[src/rtl/axis_master_fifo.sv]
// AXI4-Stream master: FIFO of {TLAST,TKEEP,TDATA} feeding a registered output stage.
// Define AXIS_MASTER_FIFO_PACKET_MODE_EN for store-and-forward (with full-FIFO fallback).
module axis_master_fifo #(
  parameter int unsigned FIFO_DEPTH           = 4,
  parameter int unsigned C_M_AXIS_TDATA_WIDTH = 32
) (
  input  logic                                  M_AXIS_ACLK,
  input  logic                                  M_AXIS_ARESET,
  input  logic [C_M_AXIS_TDATA_WIDTH-1:0]       TDATA_in,
  input  logic [C_M_AXIS_TDATA_WIDTH/8-1:0]     TKEEP_in,
  input  logic                                  TLAST_in,
  input  logic                                  TVALID_in,
  output logic                                  TREADY_out,
  input  logic                                  M_AXIS_TREADY,
  output logic [C_M_AXIS_TDATA_WIDTH-1:0]       M_AXIS_TDATA,
  output logic [C_M_AXIS_TDATA_WIDTH/8-1:0]     M_AXIS_TKEEP,
  output logic [C_M_AXIS_TDATA_WIDTH/8-1:0]     M_AXIS_TSTRB,
  output logic                                  M_AXIS_TLAST,
  output logic                                  M_AXIS_TVALID,
  output logic [$clog2(FIFO_DEPTH):0]           fifo_level,
  output logic                                  overflow
);

  localparam int unsigned DW = C_M_AXIS_TDATA_WIDTH;
  localparam int unsigned KW = C_M_AXIS_TDATA_WIDTH / 8;
  localparam int unsigned AW = $clog2(FIFO_DEPTH);
  localparam int unsigned PW = AW + 1;
  localparam int unsigned EW = DW + KW + 1;

  logic [EW-1:0] r_mem [FIFO_DEPTH];
  logic [PW-1:0] r_wr_ptr;
  logic [PW-1:0] r_rd_ptr;
  logic          r_rdy_en;
  logic          r_overflow;
  logic          r_tvalid;
  logic          r_tlast;
  logic [DW-1:0] r_tdata;
  logic [KW-1:0] r_tkeep;

  logic          w_empty;
  logic          w_full;
  logic          w_wr;
  logic          w_load;
  logic [EW-1:0] w_head;

  assign w_empty = (r_wr_ptr == r_rd_ptr);
  assign w_full  = (r_wr_ptr[AW-1:0] == r_rd_ptr[AW-1:0]) && (r_wr_ptr[AW] != r_rd_ptr[AW]);
  assign w_head  = r_mem[r_rd_ptr[AW-1:0]];

  // r_rdy_en keeps TREADY_out low during reset and until the first edge after release
  assign TREADY_out = r_rdy_en && !w_full;
  assign w_wr       = TVALID_in && TREADY_out;

`ifdef AXIS_MASTER_FIFO_PACKET_MODE_EN
  logic [PW-1:0] r_pkt_cnt;

  // Hold words until a whole packet is stored, unless the FIFO is full (long packets)
  assign w_load = !w_empty && (!r_tvalid || M_AXIS_TREADY) &&
                  ((r_pkt_cnt != '0) || w_full);

  always_ff @(posedge M_AXIS_ACLK or posedge M_AXIS_ARESET) begin
    if (M_AXIS_ARESET) begin
      r_pkt_cnt <= '0;
    end else begin
      case ({w_wr && TLAST_in, w_load && w_head[EW-1]})
        2'b10:   r_pkt_cnt <= r_pkt_cnt + PW'(1);
        2'b01:   r_pkt_cnt <= r_pkt_cnt - PW'(1);
        default: r_pkt_cnt <= r_pkt_cnt;
      endcase
    end
  end
`else
  assign w_load = !w_empty && (!r_tvalid || M_AXIS_TREADY);
`endif

  // Storage array carries no reset; pointers define what is valid
  always_ff @(posedge M_AXIS_ACLK) begin
    if (w_wr) begin
      r_mem[r_wr_ptr[AW-1:0]] <= {TLAST_in, TKEEP_in, TDATA_in};
    end
  end

  always_ff @(posedge M_AXIS_ACLK or posedge M_AXIS_ARESET) begin
    if (M_AXIS_ARESET) begin
      r_wr_ptr   <= '0;
      r_rd_ptr   <= '0;
      r_rdy_en   <= 1'b0;
      r_overflow <= 1'b0;
    end else begin
      r_rdy_en <= 1'b1;
      if (w_wr) begin
        r_wr_ptr <= r_wr_ptr + PW'(1);
      end
      if (w_load) begin
        r_rd_ptr <= r_rd_ptr + PW'(1);
      end
      if (TVALID_in && !TREADY_out) begin
        r_overflow <= 1'b1;
      end
    end
  end

  // Output stage: load from head when free or draining, else clear/hold
  always_ff @(posedge M_AXIS_ACLK or posedge M_AXIS_ARESET) begin
    if (M_AXIS_ARESET) begin
      r_tvalid <= 1'b0;
      r_tlast  <= 1'b0;
      r_tdata  <= '0;
      r_tkeep  <= '0;
    end else if (w_load) begin
      r_tvalid <= 1'b1;
      r_tlast  <= w_head[EW-1];
      r_tkeep  <= w_head[DW +: KW];
      r_tdata  <= w_head[DW-1:0];
    end else if (M_AXIS_TREADY) begin
      r_tvalid <= 1'b0;
    end
  end

  assign M_AXIS_TVALID = r_tvalid;
  assign M_AXIS_TLAST  = r_tlast;
  assign M_AXIS_TDATA  = r_tdata;
  assign M_AXIS_TKEEP  = r_tkeep;
  assign M_AXIS_TSTRB  = r_tkeep;
  assign fifo_level    = r_wr_ptr - r_rd_ptr;
  assign overflow      = r_overflow;

endmodule

[config.mk]
export PLATFORM = sky130hd
export DESIGN_NAME = axis_master_fifo
export DESIGN_NICKNAME = d
export VERILOG_FILES = /design/src/rtl/axis_master_fifo.sv
export SDC_FILE = /design/constraint.sdc
export NUM_CORES = 1
export LEC_CHECK = 0
export CORE_AREA = 8 8 121 123
export DETAILED_ROUTE_END_ITERATION = 12
export DIE_AREA = 0 0 129 131
export PLACE_DENSITY = 0.84
export SETUP_SLACK_MARGIN = 0.3
export SLEW_MARGIN = 10
export SYNTH_ARGS = -nofsm -noshare
export SYNTH_HDL_FRONTEND = slang
export SYNTH_SLANG_ARGS = --single-unit
[constraint.sdc]
create_clock -name M_AXIS_ACLK -period 8 [get_ports M_AXIS_ACLK]
set_input_delay 2.4 -clock M_AXIS_ACLK [delete_from_list [all_inputs] [get_ports M_AXIS_ACLK]]
set_output_delay 2.4 -clock M_AXIS_ACLK [all_outputs]
set_load 0.03 [all_outputs]
## After elaboration in Yosys (flattened, before gate mapping)

Memory sizes are Yosys's and may differ from the RTL's. A register that Yosys moved wholly into a read port is not among the register bits.
Cells that the tools add are included.

- Memory bits (writable): 148
- Input bits: 41
- Memories: 1
- Register bits: 9

Memories:

| name | depth | width | read ports | clocked after memory_dff | wr ports | RTL line | source |
|---|---|---|---|---|---|---|---|
| r_mem | 4 | 37 | 1 | 1 | 1 | 30 | `logic [EW-1:0] r_mem [FIFO_DEPTH];` |

- Equal/unequal tests: 3
- Reductions and logical operators: 11
- Muxes and demuxes: 4
- Add/subtract/negate cells: 3

Operators by type and width:

| kind | number |
|---|---|
| 3-bit by 1-bit adder with 3-bit output (second input constant) | 2 |
| 1-bit logical AND | 5 |
| 1-bit logical NOT | 4 |
| 1-bit two-way mux | 4 |
| 3-bit == test | 1 |
| 3-bit subtractor | 1 |
| 2-bit == test | 1 |
| 2-bit nonzero test | 1 |
| 1-bit logical OR | 1 |
| 1-bit != test | 1 |

## Depth between registers and ports, before layout

Gate-level depths: netlist (run 1).

- Word-level depth: 7
- Mapped depth: 9

## Worst setup path before layout (run 1)

OpenSTA, ideal clock, no wires.

- Path kind: in2reg
- Start: input port TVALID_in
- End: memory r_mem[3][0] (netlist name) (enable)
- Path buffers: 0
- Arrival: 4.442 ns
- Slack: 3.101 ns
- Required time: 7.543 ns
- Cell stages on the path: 2
- Cell sequence: nand3_1 > a31oi_1

- Longest elaborated chain between the ends: 3

Ends and longest elaborated chain:

| what | RTL line | source |
|---|---|---|
| start: declaration | 12 | `input logic TVALID_in,` |
| 1-bit logical AND | 52 | `assign w_wr = TVALID_in && TREADY_out;` |
| 1-bit two-way mux | 78 | `if (w_wr) begin` |
| 1-bit two-way mux (not written as such) | 79 | `r_mem[r_wr_ptr[AW-1:0]] <= {TLAST_in, TKEEP_in, TDATA_in};` |
| end: declaration | 30 |  |

No other way between the ends.

## Final worst setup path (run 1)

- Start: register r_rd_ptr[1]
- End: output port TREADY_out

- Longest elaborated chain between the ends: 4

Ends and longest elaborated chain:

| what | RTL line | source |
|---|---|---|
| start: declaration | 32 | `logic [PW-1:0] r_rd_ptr;` |
| start signal: assignment | 95 | `r_rd_ptr <= r_rd_ptr + PW'(1);` |
| 2-bit == test | 47 | `assign w_full = (r_wr_ptr[AW-1:0] == r_rd_ptr[AW-1:0]) && (r_wr_ptr[AW] != r_rd_ptr[AW]);` |
| 1-bit logical AND | 47 |  |
| 1-bit logical NOT | 51 | `assign TREADY_out = r_rdy_en && !w_full;` |
| 1-bit logical AND | 51 |  |
| end: declaration | 13 | `output logic TREADY_out,` |

No other way between the ends.

==> results of run 1 <==
==> sequential cells by signal, indices dropped and copies added (netlist names) <==
name / count
r_wr_ptr: 3
r_rdy_en: 1
M_AXIS_TDATA: 32
r_rd_ptr: 3
M_AXIS_TKEEP: 4
r_mem: 148
M_AXIS_TLAST: 1
overflow: 1
M_AXIS_TVALID: 1
==> layout make-up <==
cell class,instances,share of cell area (%)
inverter,8,0.336
multi-input combinational,105,17.9
clock buffer,20,5.11
sequential,194,62.7
clock inverter,12,1.54
timing repair buffer,90,10.0
tap,176,2.47
==> how the worst max path moves through the flow <==
stage / slack [ns] / endpoint / start / cells past startpoint
after floorplan: 3.10 / r_mem[3][0] / TVALID_in / 2
after global placement: 3.16 / TREADY_out / r_rd_ptr[1] / 4
after detailed placement: 3.09 / TREADY_out / r_rd_ptr[1] / 4
after CTS: 2.60 / TREADY_out / r_rd_ptr[1] / 4
after global routing: 2.50 / TREADY_out / r_rd_ptr[1] / 4
final: 2.65 / TREADY_out / r_rd_ptr[1] / 4
==> routing by layer <==
metal	share of wire, %	global-route usage, %	routed length (um)
met4	2.5	8.78	335
met2	52	27.7	6900
met1	39	20.2	5230
met5	0	0	0
met3	6.4	4.83	850
==> per-stage QoR <==
stage	hold WS [ns]	cells	power, mW	utilization (%)
final	0.489	605	3.65	69.4
after floorplan	0.493	323	2.37	-
after global placement	0.464	573	2.79	64.7
after global routing	0.515	605	3.80	69.4
after detailed placement	0.478	573	2.84	64.7
after CTS	0.496	605	3.69	69.4
==> logic make-up after synthesis <==
group,after synthesis
AOI/OAI and AO/OA,6
xor gates and xnor gates,6
adders and majority gates,8
buffers and inverters,24
DFF,194
muxes,76
other,1
and+or+nand+nor,8
==> synth_stat cells <==
master    number  area, um2
a31oi_1        2       12.5
o21ai_2        1       8.76
nand2b_1       1       6.26
conb_1         1       3.75
nand2_1        2       7.51
buf_1          1       3.75
mux2_2        29        327
fa_1           1       20.0
mux2_4        10        150
a311oi_1       1       8.76
nor2_1         1       3.75
ha_1           7       87.6
and2_1         3       18.8
xnor2_1        3       26.3
o21bai_1       1       7.51
xor2_2         1       16.3
buf_6          2       22.5
clkbuf_1       2       7.51
xor2_1         2       17.5
buf_2          4       20.0
buf_4          7       52.6
o211ai_1       1       7.51
edfxtp_1     148       4440
dfrtp_1       46       1150
mux4_2        37        833
nand3_1        1       5.00
inv_1          8       30.0
==> report_power, final <==
group / leakage [nW] / total (mW) / internal, mW / switching (mW)
combinational: 0.952 / 1.36 / 0.664 / 0.700
clock: 0.282 / 0.842 / 0.502 / 0.339
sequential: 1.87 / 1.44 / 1.31 / 0.133
==> cell usage in the layout, fill, tap and decap left out, types with 3 or more instances in the layout <==
cell	instances
and2_2	3
buf_4	3
bufinv_16	3
clkbuf_16	17
clkdlybuf4s50_1	87
clkinv_1	4
clkinvlp_4	3
dfrtp_1	44
edfxtp_1	148
ha_1	7
inv_1	7
mux2_2	29
mux2_4	10
mux4_2	37
xnor2_1	3
==> reports/qor.yml, run 1 <==
status: "finished clean"
relSlewSlack_pct: 31.3
end_kind: "primary output"
ctsResizeCount: 0
dr.pass1.iters: 4
postSynthCellCount: 323
synth_compound_area_share_pct: 0.617
multi_input_area_um2: 1590
area_growth_pct: 22.3
cts_num_sinks: 194
initial_core_util_pct: 56.7
required_ns: 5.60
antenna_found_initial: 0
cp.arrival_ns: 2.95
pin_count: 88
power.leakage_nw: 3.11
grt_first_pass_wirelength_um: 20500
cp_max_fo: 41
synth_nets: 372
synth_seq_cells: 194
finalHoldViolCount: 0
drtAntennaViolNets: 0
syn-mean-instance-area_um2: 22.6
row_count: 42
regArea_um2: 5600
r2r-end: "r_mem[1][13]"
worst-path-buf-inv: 2
r2r_start: "r_rd_ptr[1]"
htree_levels: 4
hold_buffers: 0
via_per_inst: 5.53
wirelength_um: 13300
drc_errors: 0
port_buffers: 87
synthSimpleGateAreaFrac_pct: 0.566
insertion_delay_ns: 0.43
avgRoutedWirePerCell_um: 22.0
num_vias: 3344
tritoncts: "built"
muxShareOfSynthArea_pct: 17.9
synth-xor-area-share_pct: 0.823
globalRouteOverflowTotal: 0
place_congestion: 0.750
crit_slowest_cell: "dfrtp_2"
synth_fa_ha_area_share_pct: 1.47
grt_pass1_vias: 3702
ir_drop_mv: 0.232
crit_family: "flip-flops"
clk_pin_slew_ns: 0.06
worstSetupPathType: "flip-flop to primary output"
period_share_pct: 66.9
cpPeakStageDelay_ns: 1.05
maxCapViolCount: 0
start_kind: "flip-flop"
gr-usage-all-layers_pct: 16.9
die_area_um2: 16900
die_w_um: 129
hold_end: "overflow"
tns_ns: 0
coreArea_um2: 12900
hold_class: "flip-flop to flip-flop"
tightest_slew_ns: 1.03
hpwl_um: 7970
fill_cells: 803
fmax_mhz: 187
clockBufferDepth: 2
antenna_cells: 0
min_from: "overflow"
path_cells: "inv_1 > ha_1 > a31oi_1 > clkdlybuf4s50_1"
drtIter0Drc: 281
yosys_warnings: 0
rsz0062_at_grt: "false"
slew_viol_final: 0
synth.distinct_cells: 27
cts_buffers: 17
yosysSeqAreaShare_pct: 76.7
fin_worst_skew_ns: 0.00774
setup_viol_count_final: 0
grt_max_degree: 47
min_period_ns: 5.35
place_ws_ns: 3.09
worstHoldPathCells: 1
post_cts_buffers: 0
synth_top_family_by_area: "multiplexers"
worst_r2r_path_depth: 4
synth_area_um2: 7300
power.density_nw_per_um2: 409
place_area_um2: 8340
setup_ws_ns: 2.65
die_h_um: 131
r2r_slack_ns: 4.39
cts_root_buffer: "clkbuf_16"
final_area_um2: 8930
drive_gt1_share_pct: 26.8
finalNetCount: 465
Note: power is estimated with default switching activity, not from simulation.
==> inputs of run 2 (changes only) <==
CORE_AREA = 8 8 130 132   (was 8 8 121 123)
DIE_AREA = 0 0 138 140   (was 0 0 129 131)
PLACE_DENSITY = 0.77   (was 0.84)
clock period = 4.87 ns   (was 8 ns; I/O delays follow)
==> reports/qor.yml, run 2 (same netlist as run 1, synthesis figures left out) <==
status: "finished clean"
cp-startpoint: "r_wr_ptr[0]"
drive_gt1_share_pct: 29.1  # +2.3 points
tns_ns: 0  # unchanged
required_ns: 3.41  # -2.19 ns
area_growth_pct: 22.7
min_period_ns: 3.86
power.density_nw_per_um2: 655  # +60%
slew_viol_final: 0  # unchanged
period_share_pct: 79.4
hpwl_um: 8460  # +6.2%
wirelength_um: 13000  # -2.2%
min_from: "overflow"
drc_errors: 0  # unchanged
port_buffers: 87  # unchanged
initial_core_util_pct: 49.1  # -7.6 points
finalNetCount: 472  # +1.5%
end_kind: "primary output"
fill_cells: 1046  # +30%
cts_buffers: 17  # unchanged
drtIter0Drc: 253  # -10%
crit_family: "buffers and inverters"
row_count: 45  # +7.1%
hold_buffers: 0  # unchanged
coreArea_um2: 14900  # +15%
path_cells: "inv_1 > ha_1 > fa_1 > xor2_1 > clkdlybuf4s50_1"
place_congestion: 0.747  # -0.32%
worst_r2r_path_depth: 5  # +1
die_h_um: 140  # +6.9%
fin_worst_skew_ns: 0.0184  # +0.0107 ns
hold_class: "flip-flop to flip-flop"
ir_drop_mv: 0.408  # +76%
ctsResizeCount: 0  # unchanged
cts_root_buffer: "clkbuf_16"
num_vias: 3325  # -0.57%
dr.pass1.iters: 4  # unchanged
worst-path-buf-inv: 2  # unchanged
via_per_inst: 5.33  # -3.6%
setup_viol_count_final: 0  # unchanged
antenna_found_initial: 0  # unchanged
antenna_cells: 0  # unchanged
grt_max_degree: 40  # -15%
cp_max_fo: 4  # -90%
post_cts_buffers: 0  # unchanged
avgRoutedWirePerCell_um: 20.9  # -5.2%
fmax_mhz: 259
worstSetupPathType: "flip-flop to primary output"
hold_end: "overflow"
globalRouteOverflowTotal: 0  # unchanged
final_area_um2: 8950  # +0.28%
cp.arrival_ns: 2.40  # -0.55 ns
final_common_cell: "edfxtp_1"
cts_num_sinks: 194  # unchanged
start_kind: "flip-flop"
r2r_start: "r_wr_ptr[0]"
power.leakage_nw: 3.12  # +0.55%
r2r_slack_ns: 2.07  # -2.32 ns
cpPeakStageDelay_ns: 0.69  # -0.36 ns
largest_reg_flops: 148  # unchanged
die_w_um: 138  # +7.0%
htree_levels: 4  # unchanged
tightest_slew_ns: 0.745  # -0.285 ns
clk_pin_slew_ns: 0.07  # about the same
r2r-end: "r_mem[0][15]"
relSlewSlack_pct: 50.0  # +19 points
crit_slowest_cell: "clkdlybuf4s50_1"
rsz0062_at_grt: "false"
die_area_um2: 19300  # +14%
tritoncts: "built"
clockBufferDepth: 2  # unchanged
grt_pass1_vias: 3692  # -0.27%
place_area_um2: 8400  # +0.81%
drtAntennaViolNets: 0  # unchanged
maxCapViolCount: 0  # unchanged
finalHoldViolCount: 0  # unchanged
most-common-layout-cells: "edfxtp_1 (148), clkdlybuf4s50_1 (87), dfrtp_1 (44)"
insertion_delay_ns: 0.44  # about the same
pin_count: 88  # unchanged
grt_first_pass_wirelength_um: 21100  # +2.8%
worstHoldPathCells: 1  # unchanged
gr-usage-all-layers_pct: 14.2  # -2.7 points
==> run 2: cell types whose count changed in the layout (fill, tap and decap cells not counted), sizes merged <==
cell / before / now
buf: 3 / 10
inv: 8 / 15
bufinv: 3 / 0
clkbuf: 20 / 17
clkinv: 6 / 4
clkinvlp: 3 / 4
==> run 2: worst max path at each step <==
stage	endpoint	slack, ns	cells past startpoint
floorplan	r_mem[3][0]	0.91	2
global placement	r_mem[1][13]	1.08	5
detailed placement	r_mem[0][15]	1.00	5
CTS	fifo_level[2]	0.98	5
global route	fifo_level[2]	0.89	5
finish	fifo_level[2]	1.01	5
==> run 2: final cells by class <==
class                      count  area (um2)  area share, %
sequential                   194        5600           62.5
multi-input combinational    105        1590           17.8
timing repair buffer          97         946           10.6
clock buffer                  17         425           4.75
tap                          188         235           2.63
clock inverter                15         126           1.41
inverter                       8        30.0          0.335
==> run 2: metrics by stage <==
stage               power (mW)  hold slack [ns]  instances  worst slack [ns]  util (%)
floorplan                 3.90            0.493        323             0.910         -
global placement          4.59            0.465        592              1.08      56.5
detailed placement        4.64            0.483        592              1.00      56.5
CTS                       5.95            0.502        624             0.979      60.2
global route              6.15            0.525        624             0.892      60.2
finish                    5.86            0.494        624              1.01      60.2
==> run 2: power breakdown <==
group | switching (mW) | internal, mW | total, mW
Clock | 0.622 | 0.668 | 1.29
Sequential | 0.150 | 2.15 | 2.30
Combinational | 1.18 | 1.10 | 2.27
==> run 2: layer usage <==
| metal | vias to the layer above | track usage (%) | share of wire (%) |
|---|---|---|---|
| met5 | - | 0 | 0 |
| met4 | 0 | 5.03 | 1.4 |
| met3 | 15 | 6.19 | 7.2 |
| met2 | 110 | 22.5 | 50 |
| met1 | 1718 | 17.1 | 42 |
| li1 | 1482 | - | - |
